===== src/rtl/hazard_fwd_if.sv =====
// Decode-side handshake between the rv32i pipeline and the hazard/forwarding unit.
// The pipeline (master) presents decode-stage register usage and the branch decision;
// the hazard unit (slave) returns stall/flush/forward controls and perf counters.
interface hazard_fwd_if #(
    parameter int ADW  = 5,
    parameter int CNTW = 16
);
    logic            validD;
    logic [ADW-1:0]  rs1D;
    logic [ADW-1:0]  rs2D;
    logic [ADW-1:0]  rdD;
    logic            regwriteD;
    logic            resultsrcD;
    logic            PCSrcE;
    logic            stallF;
    logic            stallD;
    logic            flushD;
    logic            flushE;
    logic [1:0]      fwdAE;
    logic [1:0]      fwdBE;
    logic [CNTW-1:0] stall_cnt;
    logic [CNTW-1:0] flush_cnt;

    modport master (
        output validD, rs1D, rs2D, rdD, regwriteD, resultsrcD, PCSrcE,
        input  stallF, stallD, flushD, flushE, fwdAE, fwdBE, stall_cnt, flush_cnt
    );

    modport slave (
        input  validD, rs1D, rs2D, rdD, regwriteD, resultsrcD, PCSrcE,
        output stallF, stallD, flushD, flushE, fwdAE, fwdBE, stall_cnt, flush_cnt
    );
endinterface


===== src/rtl/hazard_fwd_unit.sv =====
// Hazard and forwarding controller for the 5-stage rv32i pipeline.
// Keeps a shadow copy of register usage through E/M/W, forwards from M (priority)
// or W, stalls on load-use (configurable length) or on any RAW when forwarding is
// disabled, lets a taken branch override every stall, and counts stalls/flushes.
module hazard_fwd_unit #(
    parameter int ADW          = 5,
    parameter int FWD_EN       = 1,
    parameter int LD_STALL_CYC = 1,
    parameter int CNTW         = 16
) (
    input  logic         clk,
    input  logic         rst_n,
    hazard_fwd_if.slave  hz
);

    typedef struct packed {
        logic [ADW-1:0] rs1;
        logic [ADW-1:0] rs2;
        logic [ADW-1:0] rd;
        logic           rw;
        logic           ld;
    } stage_t;

    stage_t          e_q, m_q, w_q, e_d;
    logic [2:0]      scnt_q, scnt_d;
    logic [CNTW-1:0] stall_cnt_q, flush_cnt_q;

    logic match_e, match_m, lu_hit, raw_stall, stall, flush_e;
    logic [1:0] fwd_a, fwd_b;

    // Forward select for one E-stage source; newest producer (M) wins, x0 never matches.
    function automatic logic [1:0] fwd_sel(input logic [ADW-1:0] rs, input stage_t m, input stage_t w);
        if (m.rw && m.rd != '0 && m.rd == rs)
            return 2'b10;
        else if (w.rw && w.rd != '0 && w.rd == rs)
            return 2'b01;
        return 2'b00;
    endfunction

    // Decode-stage RAW detection against E and M, plus load-use and stall/flush resolution.
    always_comb begin
        match_e   = hz.validD && e_q.rw && e_q.rd != '0 &&
                    (e_q.rd == hz.rs1D || e_q.rd == hz.rs2D);
        match_m   = hz.validD && m_q.rw && m_q.rd != '0 &&
                    (m_q.rd == hz.rs1D || m_q.rd == hz.rs2D);
        lu_hit    = match_e && e_q.ld;
        raw_stall = (FWD_EN != 0) ? (lu_hit || scnt_q != 3'd0) : (match_e || match_m);
        // A taken branch squashes whatever was stalling, so the stall is dropped.
        stall     = raw_stall && !hz.PCSrcE;
        flush_e   = raw_stall || hz.PCSrcE;
        fwd_a     = (FWD_EN != 0) ? fwd_sel(e_q.rs1, m_q, w_q) : 2'b00;
        fwd_b     = (FWD_EN != 0) ? fwd_sel(e_q.rs2, m_q, w_q) : 2'b00;
    end

    // Next E-stage shadow entry: a bubble on flush, otherwise the decode instruction.
    always_comb begin
        e_d = '0;
        if (!flush_e) begin
            e_d.rs1 = hz.rs1D;
            e_d.rs2 = hz.rs2D;
            e_d.rd  = hz.rdD;
            e_d.rw  = hz.regwriteD & hz.validD;
            e_d.ld  = hz.resultsrcD & hz.validD;
        end
    end

    // Remaining load-use bubble cycles after the detecting cycle; branch cancels them.
    always_comb begin
        scnt_d = scnt_q;
        if (hz.PCSrcE || FWD_EN == 0)
            scnt_d = 3'd0;
        else if (lu_hit)
            scnt_d = 3'(LD_STALL_CYC - 1);
        else if (scnt_q != 3'd0)
            scnt_d = scnt_q - 3'd1;
    end

    // Shadow pipeline E->M->W and the load-use countdown.
    always_ff @(posedge clk or negedge rst_n) begin
        if (!rst_n) begin
            e_q    <= '0;
            m_q    <= '0;
            w_q    <= '0;
            scnt_q <= 3'd0;
        end else begin
            e_q    <= e_d;
            m_q    <= e_q;
            w_q    <= m_q;
            scnt_q <= scnt_d;
        end
    end

    // Saturating performance counters for stall cycles and branch flushes.
    always_ff @(posedge clk or negedge rst_n) begin
        if (!rst_n) begin
            stall_cnt_q <= '0;
            flush_cnt_q <= '0;
        end else begin
            if (stall && stall_cnt_q != '1)
                stall_cnt_q <= stall_cnt_q + 1'b1;
            if (hz.PCSrcE && flush_cnt_q != '1)
                flush_cnt_q <= flush_cnt_q + 1'b1;
        end
    end

    // Outputs are forced low while reset is held, even if PCSrcE is asserted.
    assign hz.stallF    = rst_n & stall;
    assign hz.stallD    = rst_n & stall;
    assign hz.flushD    = rst_n & hz.PCSrcE;
    assign hz.flushE    = rst_n & flush_e;
    assign hz.fwdAE     = rst_n ? fwd_a : 2'b00;
    assign hz.fwdBE     = rst_n ? fwd_b : 2'b00;
    assign hz.stall_cnt = stall_cnt_q;
    assign hz.flush_cnt = flush_cnt_q;

endmodule


===== src/flat_wrapper.sv =====
// flat-port wrapper written by rule: the top's interface ports become plain ports
module hazard_fwd_unit_flat 
#(
    parameter int ADW          = 5,
    parameter int FWD_EN       = 1,
    parameter int LD_STALL_CYC = 1,
    parameter int CNTW         = 16
)
  (clk, rst_n, hz_validD, hz_rs1D, hz_rs2D, hz_rdD, hz_regwriteD, hz_resultsrcD, hz_PCSrcE, hz_stallF, hz_stallD, hz_flushD, hz_flushE, hz_fwdAE, hz_fwdBE, hz_stall_cnt, hz_flush_cnt);
  hazard_fwd_if #(.ADW(ADW), .CNTW(CNTW)) hz_i ();
  input  logic clk;
  input  logic rst_n;
  input wire logic [$bits(hz_i.validD)-1:0] hz_validD;
  input wire logic [$bits(hz_i.rs1D)-1:0] hz_rs1D;
  input wire logic [$bits(hz_i.rs2D)-1:0] hz_rs2D;
  input wire logic [$bits(hz_i.rdD)-1:0] hz_rdD;
  input wire logic [$bits(hz_i.regwriteD)-1:0] hz_regwriteD;
  input wire logic [$bits(hz_i.resultsrcD)-1:0] hz_resultsrcD;
  input wire logic [$bits(hz_i.PCSrcE)-1:0] hz_PCSrcE;
  output wire logic [$bits(hz_i.stallF)-1:0] hz_stallF;
  output wire logic [$bits(hz_i.stallD)-1:0] hz_stallD;
  output wire logic [$bits(hz_i.flushD)-1:0] hz_flushD;
  output wire logic [$bits(hz_i.flushE)-1:0] hz_flushE;
  output wire logic [$bits(hz_i.fwdAE)-1:0] hz_fwdAE;
  output wire logic [$bits(hz_i.fwdBE)-1:0] hz_fwdBE;
  output wire logic [$bits(hz_i.stall_cnt)-1:0] hz_stall_cnt;
  output wire logic [$bits(hz_i.flush_cnt)-1:0] hz_flush_cnt;
  assign hz_i.validD = hz_validD;
  assign hz_i.rs1D = hz_rs1D;
  assign hz_i.rs2D = hz_rs2D;
  assign hz_i.rdD = hz_rdD;
  assign hz_i.regwriteD = hz_regwriteD;
  assign hz_i.resultsrcD = hz_resultsrcD;
  assign hz_i.PCSrcE = hz_PCSrcE;
  assign hz_stallF = hz_i.stallF;
  assign hz_stallD = hz_i.stallD;
  assign hz_flushD = hz_i.flushD;
  assign hz_flushE = hz_i.flushE;
  assign hz_fwdAE = hz_i.fwdAE;
  assign hz_fwdBE = hz_i.fwdBE;
  assign hz_stall_cnt = hz_i.stall_cnt;
  assign hz_flush_cnt = hz_i.flush_cnt;
  hazard_fwd_unit #(.ADW(ADW), .FWD_EN(FWD_EN), .LD_STALL_CYC(LD_STALL_CYC), .CNTW(CNTW)) u_core (.clk(clk), .rst_n(rst_n), .hz(hz_i));
endmodule

===== config.mk =====
export PLATFORM = sky130hd
export DESIGN_NAME = hazard_fwd_unit_flat
export DESIGN_NICKNAME = d
export VERILOG_FILES = /design/src/rtl/hazard_fwd_if.sv /design/src/rtl/hazard_fwd_unit.sv /design/src/flat_wrapper.sv
export SDC_FILE = /design/constraint.sdc
export NUM_CORES = 1
export LEC_CHECK = 0
export BUFFER_PORTS_ARGS = -buffer_cell sky130_fd_sc_hd__buf_2
export CAP_MARGIN = 0
export CORE_ASPECT_RATIO = 1.75
export CORE_UTILIZATION = 55
export CTS_CLUSTER_DIAMETER = 40
export CTS_CLUSTER_SIZE = 20
export DETAILED_ROUTE_END_ITERATION = 12
export PLACE_DENSITY = 0.8
export SLEW_MARGIN = 20
export SYNTH_ARGS = -nofsm -noshare
export SYNTH_HDL_FRONTEND = slang
export SYNTH_SLANG_ARGS = --single-unit

===== constraint.sdc =====
create_clock -name clk -period 4.58 [get_ports clk]
set_input_delay 0.916 -clock clk [delete_from_list [all_inputs] [get_ports clk]]
set_output_delay 0.916 -clock clk [all_outputs]
set_load 0.02 [all_outputs]

# After elaboration in Yosys (flattened, before gate mapping)
# Cells that the tools add are included.
dict set report totals {
  out_inout_bits 40
  regBits 64
  input_bits 21
  word_cells 66
}
dict set report op_classes {
  mux 16
  eq_ne 8
  addsub 3
  n_reduce_logical 22
  n_bitwise 5
}
# operator n
set ops {}
lappend ops {{16-bit by 1-bit adder with 16-bit output, second input constant} 2}
lappend ops {{16-bit inequality test, second input constant} 2}
lappend ops {{5-bit equality test} 6}
lappend ops {{17-bit 2-to-1 mux} 1}
lappend ops {{2-bit 2-to-1 mux} 8}
lappend ops {{5-bit nonzero test} 3}
lappend ops {{1-bit logical AND} 13}
lappend ops {{3-bit 2-to-1 mux} 3}
lappend ops {{3-bit nonzero test} 2}
lappend ops {{1-bit bitwise AND} 5}
lappend ops {{1-bit 2-to-1 mux} 4}
lappend ops {{1-bit logical OR} 3}
lappend ops {{3-bit by 1-bit subtractor with 3-bit output, second input constant} 1}
lappend ops {{1-bit zero test} 1}

# Longest topological paths before layout
# Gate-level depths: netlist of run 1.
dict set report depth {
  word_depth 7
  mapped_depth 9
  mapped_depth_nobuf 7
}

# Worst setup path before layout of run 1
# No wires, ideal clock.
dict set report synth_timing {
  path_kind {input-to-output}
  from {input port rst_n}
  to {output port hz_fwdBE[0]}
  t_arrival_ns 2.140
  required_ns 3.664
  n_path_buf 0
  path_slack_ns 1.524
  stages 3
  cell_sequence {o211ai_1 -> or4_1 -> nor4_1}
}
dict set report synth_between {
  elab_chain_cells 1
}
# element line
set synth_lines {}
lappend synth_lines {{start: declaration} flat_wrapper.sv:12} ;# input logic rst_n;
lappend synth_lines {{2-bit 2-to-1 mux} hazard_fwd_unit.sv:112} ;# assign hz.fwdBE = rst_n ? fwd_b : 2'b00;
lappend synth_lines {{end: declaration} flat_wrapper.sv:25} ;# output wire logic [$bits(hz_i.fwdBE)-1:0] hz_fwdBE;
# Every way passes these cells.

# Worst setup path after layout of run 1
dict set report layout_timing {
  from {register u_core.e_q[2] (netlist bit)}
  to {output port hz_flushE}
}
dict set report layout_between {
  elab_chain_cells 7
  elab_cells_between_ends 10
  classes_between {eq/ne: 2; bitwise: 1; reduce/logical: 7}
}
# element line
set layout_lines {}
lappend layout_lines {{start: declaration} hazard_fwd_unit.sv:24} ;# stage_t e_q, m_q, w_q, e_d;
lappend layout_lines {{start signal: assignment} hazard_fwd_unit.sv:81} ;# e_q <= '0;
lappend layout_lines {{start signal: assignment} hazard_fwd_unit.sv:86} ;# e_q <= e_d;
lappend layout_lines {{5-bit equality test or 5-bit nonzero test (tied branches)} {hazard_fwd_unit.sv:43, hazard_fwd_unit.sv:42}}
lappend layout_lines {{1-bit logical OR or 1-bit logical AND (tied branches)} {hazard_fwd_unit.sv:43, hazard_fwd_unit.sv:42}}
lappend layout_lines {{1-bit logical AND *} hazard_fwd_unit.sv:42} ;# match_e = hz.validD && e_q.rw && e_q.rd != '0 &&
lappend layout_lines {{1-bit logical AND *} hazard_fwd_unit.sv:46} ;# lu_hit = match_e && e_q.ld;
lappend layout_lines {{1-bit logical OR *} hazard_fwd_unit.sv:47} ;# raw_stall = (FWD_EN != 0) ? (lu_hit || scnt_q != 3'd0) : (match_e || match_m);
lappend layout_lines {{1-bit logical OR *} hazard_fwd_unit.sv:50} ;# flush_e = raw_stall || hz.PCSrcE;
lappend layout_lines {{1-bit bitwise AND *} hazard_fwd_unit.sv:110} ;# assign hz.flushE = rst_n & flush_e;
lappend layout_lines {{end: declaration} flat_wrapper.sv:23} ;# output wire logic [$bits(hz_i.flushE)-1:0] hz_flushE;
# Every way passes the cells marked *; elsewhere a longest branch is shown, timed or not.

==> reports/qor.yml, run 1 <==
min_path:
  min_to: "u_core.m_q[1]"
  hold_depth: 0
  hold_start: "u_core.e_q[1]"
  min_path_type: "reg -> reg"
global_route:
  grt_antenna_before_repair: 0
  gr-usage-all-layers_pct: 22.5
  grt_pass1_wl_um: 9620
  met1_usage_pct: 23.7
  grt_start_max_net_pins: 69
  grt_most_used_layer: "met2"
  met3_usage_pct: 6.63
  gr-total-overflow: 0
  grt_pass1_vias: 2180
  use_met2_pct: 39.2
timing:
  hold_violations: 0
  fin_crit_sh_pct: 69.8
  finClkSkew_ns: 0.00991
  fin_crit_ns: 3.20
  finalSetupTns_ns: 0
  max_freq_mhz: 313
  slew_headroom_pct: 46.5
  final-setup-viol-count: 0
  worst_pin_slew_ns: 0.803
  report.final.slew_viol_count: 0
  rsz0062_at_grt: "no"
placed_design:
  dp_hpwl_um: 4210
  port_buffers: 60
  gp_congestion: 0.769
  placed_cell_area_um2: 3340
clock_tree:
  clock_path_buffers: 2
  cts_tree: "built"
  cts_setup_buffers: 0
  cts_inserted_buffers: 9
  cts_max_level: 3
  clock_latency_ns: 0.33
  cts_resized: 0
  ctsHoldBuffers: 0
  cts-root-buf: "clkbuf_8"
  clk_pin_slew_ns: 0.06
  clock_sinks: 64
setup_path:
  endpoint_kind: "primary output"
  rr_worst_depth: 6
  path_buf_inv: 2
  crit_arrival_ns: 2.28
  start_kind: "register"
  reg2reg_to: "u_core.hz.stall_cnt[1]"
  path_cells: "or4_1, o2111ai_2, inv_1, a21o_4, nor2_8, nor2_1, buf_2"
  cpLargestDelayFamily: "simple AND/OR/NAND/NOR gates"
  crit_type: "reg -> out"
  r2r_setup_slack_ns: 2.39
  slowest_stage: "or4_1"
  worstPathRequired_ns: 3.66
  crit_path_max_fanout: 18
  cp.depth: 7
  r2r_start: "u_core.hz.stall_cnt[0]"
  critPathMaxStageDelay_ns: 0.55
drt:
  via_per_inst: 5.38
  drt_iter0_drc: 37
  postRouteAntennaNets: 0
  wire_per_inst_um: 14.1
  drc: 3
  drtPass1Iterations: 9
  drt_wl_total_um: 5620
  vias: 2147
die:
  die_x_um: 57.8
  chipHeight_um: 99.7
  fp-row-count: 35
  die-area_um2: 5760
  initial_utilization_pct: 57.1
  io_pins: 61
  coreArea_um2: 5260
logic_synthesis:
  synth_area_leaders: "dfrtp_1, xnor2_1, xor2_1"
  syn_avg_cell_area_um2: 11.0
  yosysMostFrequentCell: "dfrtp_1"
  ys_seq_area_share_pct: 53.4
  ys_types: 39
  async_reset_ff_share_pct: 100
  synth_common_cells: "dfrtp_1, xnor2_1, xor2_1"
  ys_ff_latch: 64
  synth_area_um2: 3000
  yosysWarnings: 0
  yosysTopAreaCell: "dfrtp_1"
  synth_nets: 297
  synth_top_area_share_pct: 53.4
  synth_edf_count: 0
  ys.flop_type: "dfrtp_1"
  syn_inst: 272
status:
  violations: "DRC"
  status: "finished, violations left"
flow_run:
  max-cap-violations: 0
finish:
  syn_to_final_growth_pct: 18.4
  seqCellArea_um2: 1600
  drive_above_1_share_pct: 24.7
  diodes: 0
  multiInputGateArea_um2: 1320
  finalInstanceArea_um2: 3550
  fin_nets: 364
  n_fill_cell: 422
power_and_ir_drop:
  ir_worst_vdd_uv: 385
  powerDensity_nw_per_um2: 521
  p_leak_nw: 1.81
  power_mw: 1.85
-- layer usage --
layer	wire [um]	vias to the layer above	share of wire, %
li1	-	1049	-
met1	2100	1031	37
met2	3130	57	56
met3	258	10	4.6
met4	141	0	2.5
met5	0	-	0
-- registers in the layout (all words and copies together) (netlist names) --
register             cells
u_core.scnt_q            3
u_core.hz.stall_cnt     16
u_core.w_q               6
u_core.m_q               6
u_core.e_q              17
u_core.hz.flush_cnt     16
-- worst max path at each step --
stage,to,start
finish,hz_flushE,u_core.e_q[2]
global route,hz_flushE,u_core.e_q[5]
CTS,hz_flushE,u_core.e_q[5]
detailed placement,hz_flushE,hz_rs1D[0]
global placement,hz_flushE,hz_rs1D[0]
floorplan,hz_fwdBE[0],rst_n
-- cells by family (layout without fill, tap and decap cells) --
group	Yosys count	count (layout)	synth area share [%]
buf+inv	17	89	2.67
fa+ha+maj	4	4	1.67
flops	64	64	53.4
xor+xnor	58	58	16.9
mux	4	4	1.59
simple gates	111	111	20.0
compound gates	14	14	3.75
-- final cells by class --
| class | count | area share (%) |
|---|---|---|
| sequential | 64 | 45.1 |
| timing repair buffer | 61 | 8.67 |
| inverter | 12 | 1.27 |
| clock buffer | 10 | 3.59 |
| clock inverter | 6 | 2.36 |
| tap | 55 | 1.94 |
| multi-input combinational | 191 | 37.1 |
-- per-stage QoR --
step	hold WS, ns	setup WS, ns	util [%]	std cells
5_1_grt	0.419	1.24	67.6	399
3_3_place_gp	0.377	1.51	63.6	383
6_report	0.401	1.38	67.6	399
3_5_place_dp	0.381	1.47	63.6	383
4_1_cts	0.396	1.35	67.6	399
2_1_floorplan	0.348	1.52	-	272
-- where the power goes --
group | switching [mW] | total [mW] | internal [mW]
clock | 0.203 | 0.507 | 0.305
combinational | 0.314 | 0.542 | 0.228
sequential | 0.122 | 0.801 | 0.679
-- cell usage in the layout (no fill, tap or decap), types with 2 or more instances in the layout --
cell type / n
clkbuf_8: 9
xnor2_1: 31
a21oi_1: 4
nand4_1: 7
nand2_1: 17
nor2_1: 22
clkinv_2: 3
bufinv_16: 2
nor3_1: 6
and2_1: 19
dfrtp_1: 64
and3_1: 5
inv_1: 12
buf_2: 60
nand3_1: 16
xor2_1: 27
or4_1: 5
ha_1: 4
nor4_1: 8
-- worst register-to-register path: stages, from the launching register on --
cell and delay [ns]:
dfrtp_1 0.41, ha_1 0.29, nand2_1 0.10, nor4_1 0.49, a221oi_1 0.17, o21ai_2 0.24
mux2_1 0.38
(Power assumes the default switching activity.)
==> run 2: changes to the inputs <==
--- a/config.mk
+++ b/config.mk
@@ -8,11 +8,11 @@
 export BUFFER_PORTS_ARGS = -buffer_cell sky130_fd_sc_hd__buf_2
 export CAP_MARGIN = 0
 export CORE_ASPECT_RATIO = 1.75
-export CORE_UTILIZATION = 55
+export CORE_UTILIZATION = 54
 export CTS_CLUSTER_DIAMETER = 40
 export CTS_CLUSTER_SIZE = 20
 export DETAILED_ROUTE_END_ITERATION = 12
-export PLACE_DENSITY = 0.8
+export PLACE_DENSITY = 0.79
 export SLEW_MARGIN = 20
 export SYNTH_ARGS = -nofsm -noshare
 export SYNTH_HDL_FRONTEND = slang
==> constraint.sdc (replaced) <==
create_clock -name clk -period 3 [get_ports clk]
set_input_delay 0.6 -clock clk [delete_from_list [all_inputs] [get_ports clk]]
set_output_delay 0.6 -clock clk [all_outputs]
set_load 0.02 [all_outputs]
==> reports/qor.yml, run 2 (synthesized netlist as in run 1, its figures left out) <==
clock_tree:
  cts-root-buf: "clkbuf_8"  # unchanged
  clock_latency_ns: 0.33  # about the same
  clk_pin_slew_ns: 0.06  # about the same
  cts_tree: "built"  # unchanged
  clock_sinks: 64  # unchanged
  clock_path_buffers: 2  # unchanged
  cts_max_level: 3  # unchanged
  cts_inserted_buffers: 9  # unchanged
  ctsHoldBuffers: 0  # unchanged
timing:
  slew_headroom_pct: 64.6  # was 46.5%
  max_freq_mhz: 362
  worst_pin_slew_ns: 0.524  # was 0.803 ns
  fin_crit_sh_pct: 92.1
  hold_violations: 0  # unchanged
  report.final.slew_viol_count: 0  # unchanged
  final-setup-viol-count: 0  # unchanged
  finalSetupTns_ns: 0  # unchanged
  rsz0062_at_grt: "no"  # unchanged
  setup_ws_ns: 0.238  # was 1.38 ns
  finClkSkew_ns: 0.00714  # was 0.00991 ns
  fin_crit_ns: 2.76
  holdWs_ns: 0.286  # was 0.401 ns
placed_design:
  dp_hpwl_um: 4400  # was 4210 um
  place_ws_ns: 0.493  # was 1.47 ns
  port_buffers: 60  # unchanged
  gp_congestion: 0.854  # was 0.769
die:
  fp-row-count: 35  # unchanged
  die-area_um2: 5870  # was 5760 um^2
  die_x_um: 58.3  # was 57.8 um
  chipHeight_um: 101  # was 99.7 um
  initial_utilization_pct: 56.6  # was 57.1%
  io_pins: 61  # unchanged
  coreArea_um2: 5300  # was 5260 um^2
setup_path:
  worstPathRequired_ns: 2.40  # was 3.66 ns
  slowest_stage: "or4_1"  # unchanged
  path_buf_inv: 2  # unchanged
  crit_type: "reg -> out"  # unchanged
  start_kind: "register"  # unchanged
  path_cells: "or4_1, o2111ai_2, inv_1, a21o_4, nor2_8, nor2_1, buf_2"  # unchanged
  crit_arrival_ns: 2.16  # was 2.28 ns
  endpoint_kind: "primary output"  # unchanged
  cpLargestDelayFamily: "simple AND/OR/NAND/NOR gates"  # unchanged
  critPathMaxStageDelay_ns: 0.55  # about the same
  crit_path_max_fanout: 4  # was 18
power_and_ir_drop:
  p_sw_mw: 0.993  # was 0.639 mW
  ir_worst_vdd_uv: 437  # was 385 uV
  p_clk_share_pct: 23.7  # was 27.4%
  p_leak_nw: 1.80  # was 1.81 nW
  power_frac_seq_pct: 44.9  # was 43.3%
  power_switching_share_pct: 36.4  # was 34.5%
  combPwrFrac_pct: 31.4  # was 29.3%
  p_int_mw: 1.74  # was 1.21 mW
  powerDensity_nw_per_um2: 767  # was 521 nW/um^2
drt:
  wire_per_inst_um: 14.3  # was 14.1 um
  drc: 0  # was 3
  postRouteAntennaNets: 0  # unchanged
  drt_wl_total_um: 6010  # was 5620 um
  drtPass1Iterations: 4  # was 9
  drt_iter0_drc: 78  # was 37
  via_per_inst: 5.19  # was 5.38
  vias: 2180  # was 2147
finish:
  largest-register: "u_core.e_q"  # unchanged
  seqCellArea_um2: 1600  # unchanged
  post-route-util_pct: 67.2  # was 67.6%
  diodes: 0  # unchanged
  n_fill_cell: 448  # was 422
  layout_common_cells: "dfrtp_1, buf_2, xnor2_1, xor2_1, nor2_1"  # unchanged
  largest_reg_flops: 17  # unchanged
  multiInputGateArea_um2: 1320  # unchanged
  drive_above_1_share_pct: 25.1  # was 24.7%
  syn_to_final_growth_pct: 18.7  # was 18.4%
  final_common_cell: "dfrtp_1"  # unchanged
  fin_nets: 367  # was 364
global_route:
  grt_start_max_net_pins: 42  # was 69
  gr-total-overflow: 0  # unchanged
  met3_usage_pct: 5.13  # was 6.63%
  use_met2_pct: 40.3  # was 39.2%
  grt_most_used_layer: "met2"  # unchanged
  grt_pass1_vias: 2185  # was 2180
  gr-usage-all-layers_pct: 22.6  # was 22.5%
  grt_pass1_wl_um: 9760  # was 9620 um
  met1_usage_pct: 25.0  # was 23.7%
  grt_antenna_before_repair: 0  # unchanged
flow_run:
  max-cap-violations: 0  # unchanged
status:
  status: "completed"  # was finished, violations left
min_path:
  min_path_type: "in -> async"  # was reg -> reg
[run 2: cell types whose count changed in the layout (fill, tap and decap cells not counted), sizes merged]
cell,before,now
bufinv,2,0
buf,61,64
clkinvlp,0,1
clkinv,4,2
clkbuf,10,12
[run 2: path summary, 6_finish.rpt]
kind	start	slack (ns)	cells past startpoint	endpoint
worst max-delay path	u_core.e_q[2]	0.24	7	hz_flushE
worst min-delay path	rst_n	0.29	2	u_core.e_q[7]
worst max register to register	u_core.scnt_q[0]	0.83	7	u_core.hz.stall_cnt[14]
worst min register to register	u_core.m_q[1]	0.38	0	u_core.w_q[1]
max in group asynchronous	rst_n	1.91	3	u_core.scnt_q[1]
min in group clk	u_core.m_q[1]	0.38	0	u_core.w_q[1]
[run 2: final cells by class]
type	instances	area share [%]
Clock buffer	12	4.36
Clock inverter	3	0.492
Inverter	12	1.27
Multi-Input combinational cell	191	37.0
Sequential cell	64	45.0
Tap cell	74	2.60
Timing Repair Buffer	64	9.28
[run 2: through the flow]
step                area, um^2  instances  power [mW]
floorplan                 3000        272        1.84
global placement          3370        403        2.05
detailed placement        3370        403        2.08
CTS                       3540        418        2.75
global route              3560        420        2.91
finish                    3560        420        2.73
[run 2: layer usage]
layer,vias to the layer above,share of wire [%]
met2,62,55
met3,10,4.2
met5,-,0
met4,0,2.1
met1,1049,38
li1,1059,-
[run 2: power by group through the flow]
| stage | clock [mW] | combinational [mW] | sequential (mW) |
|---|---|---|---|
| 2_1_floorplan | 0 | 0.536 | 1.30 |
| 3_3_place_gp | 0 | 0.818 | 1.23 |
| 3_5_place_dp | 0 | 0.839 | 1.24 |
| 4_1_cts | 0.665 | 0.852 | 1.23 |
| 5_1_grt | 0.698 | 0.959 | 1.25 |
| 6_report | 0.648 | 0.856 | 1.23 |
[run 2: what timing repair did]
item                                    CTS  global route
resized for setup                         0             1
endpoints found under the setup margin    0             2
setup buffers                             0             2
[run 2: worst register-to-register path, delay by kind of cell, from the launching register on]
kind                     cells  cell delay [ns]
AO/OA/AOI/OAI                2             0.58
flip-flops                   1             0.37
buffers and inverters        1             0.05
AND/OR/NAND/NOR              1             0.43
XOR/XNOR                     1             0.18
adder cells (fa/ha/maj)      2             0.49
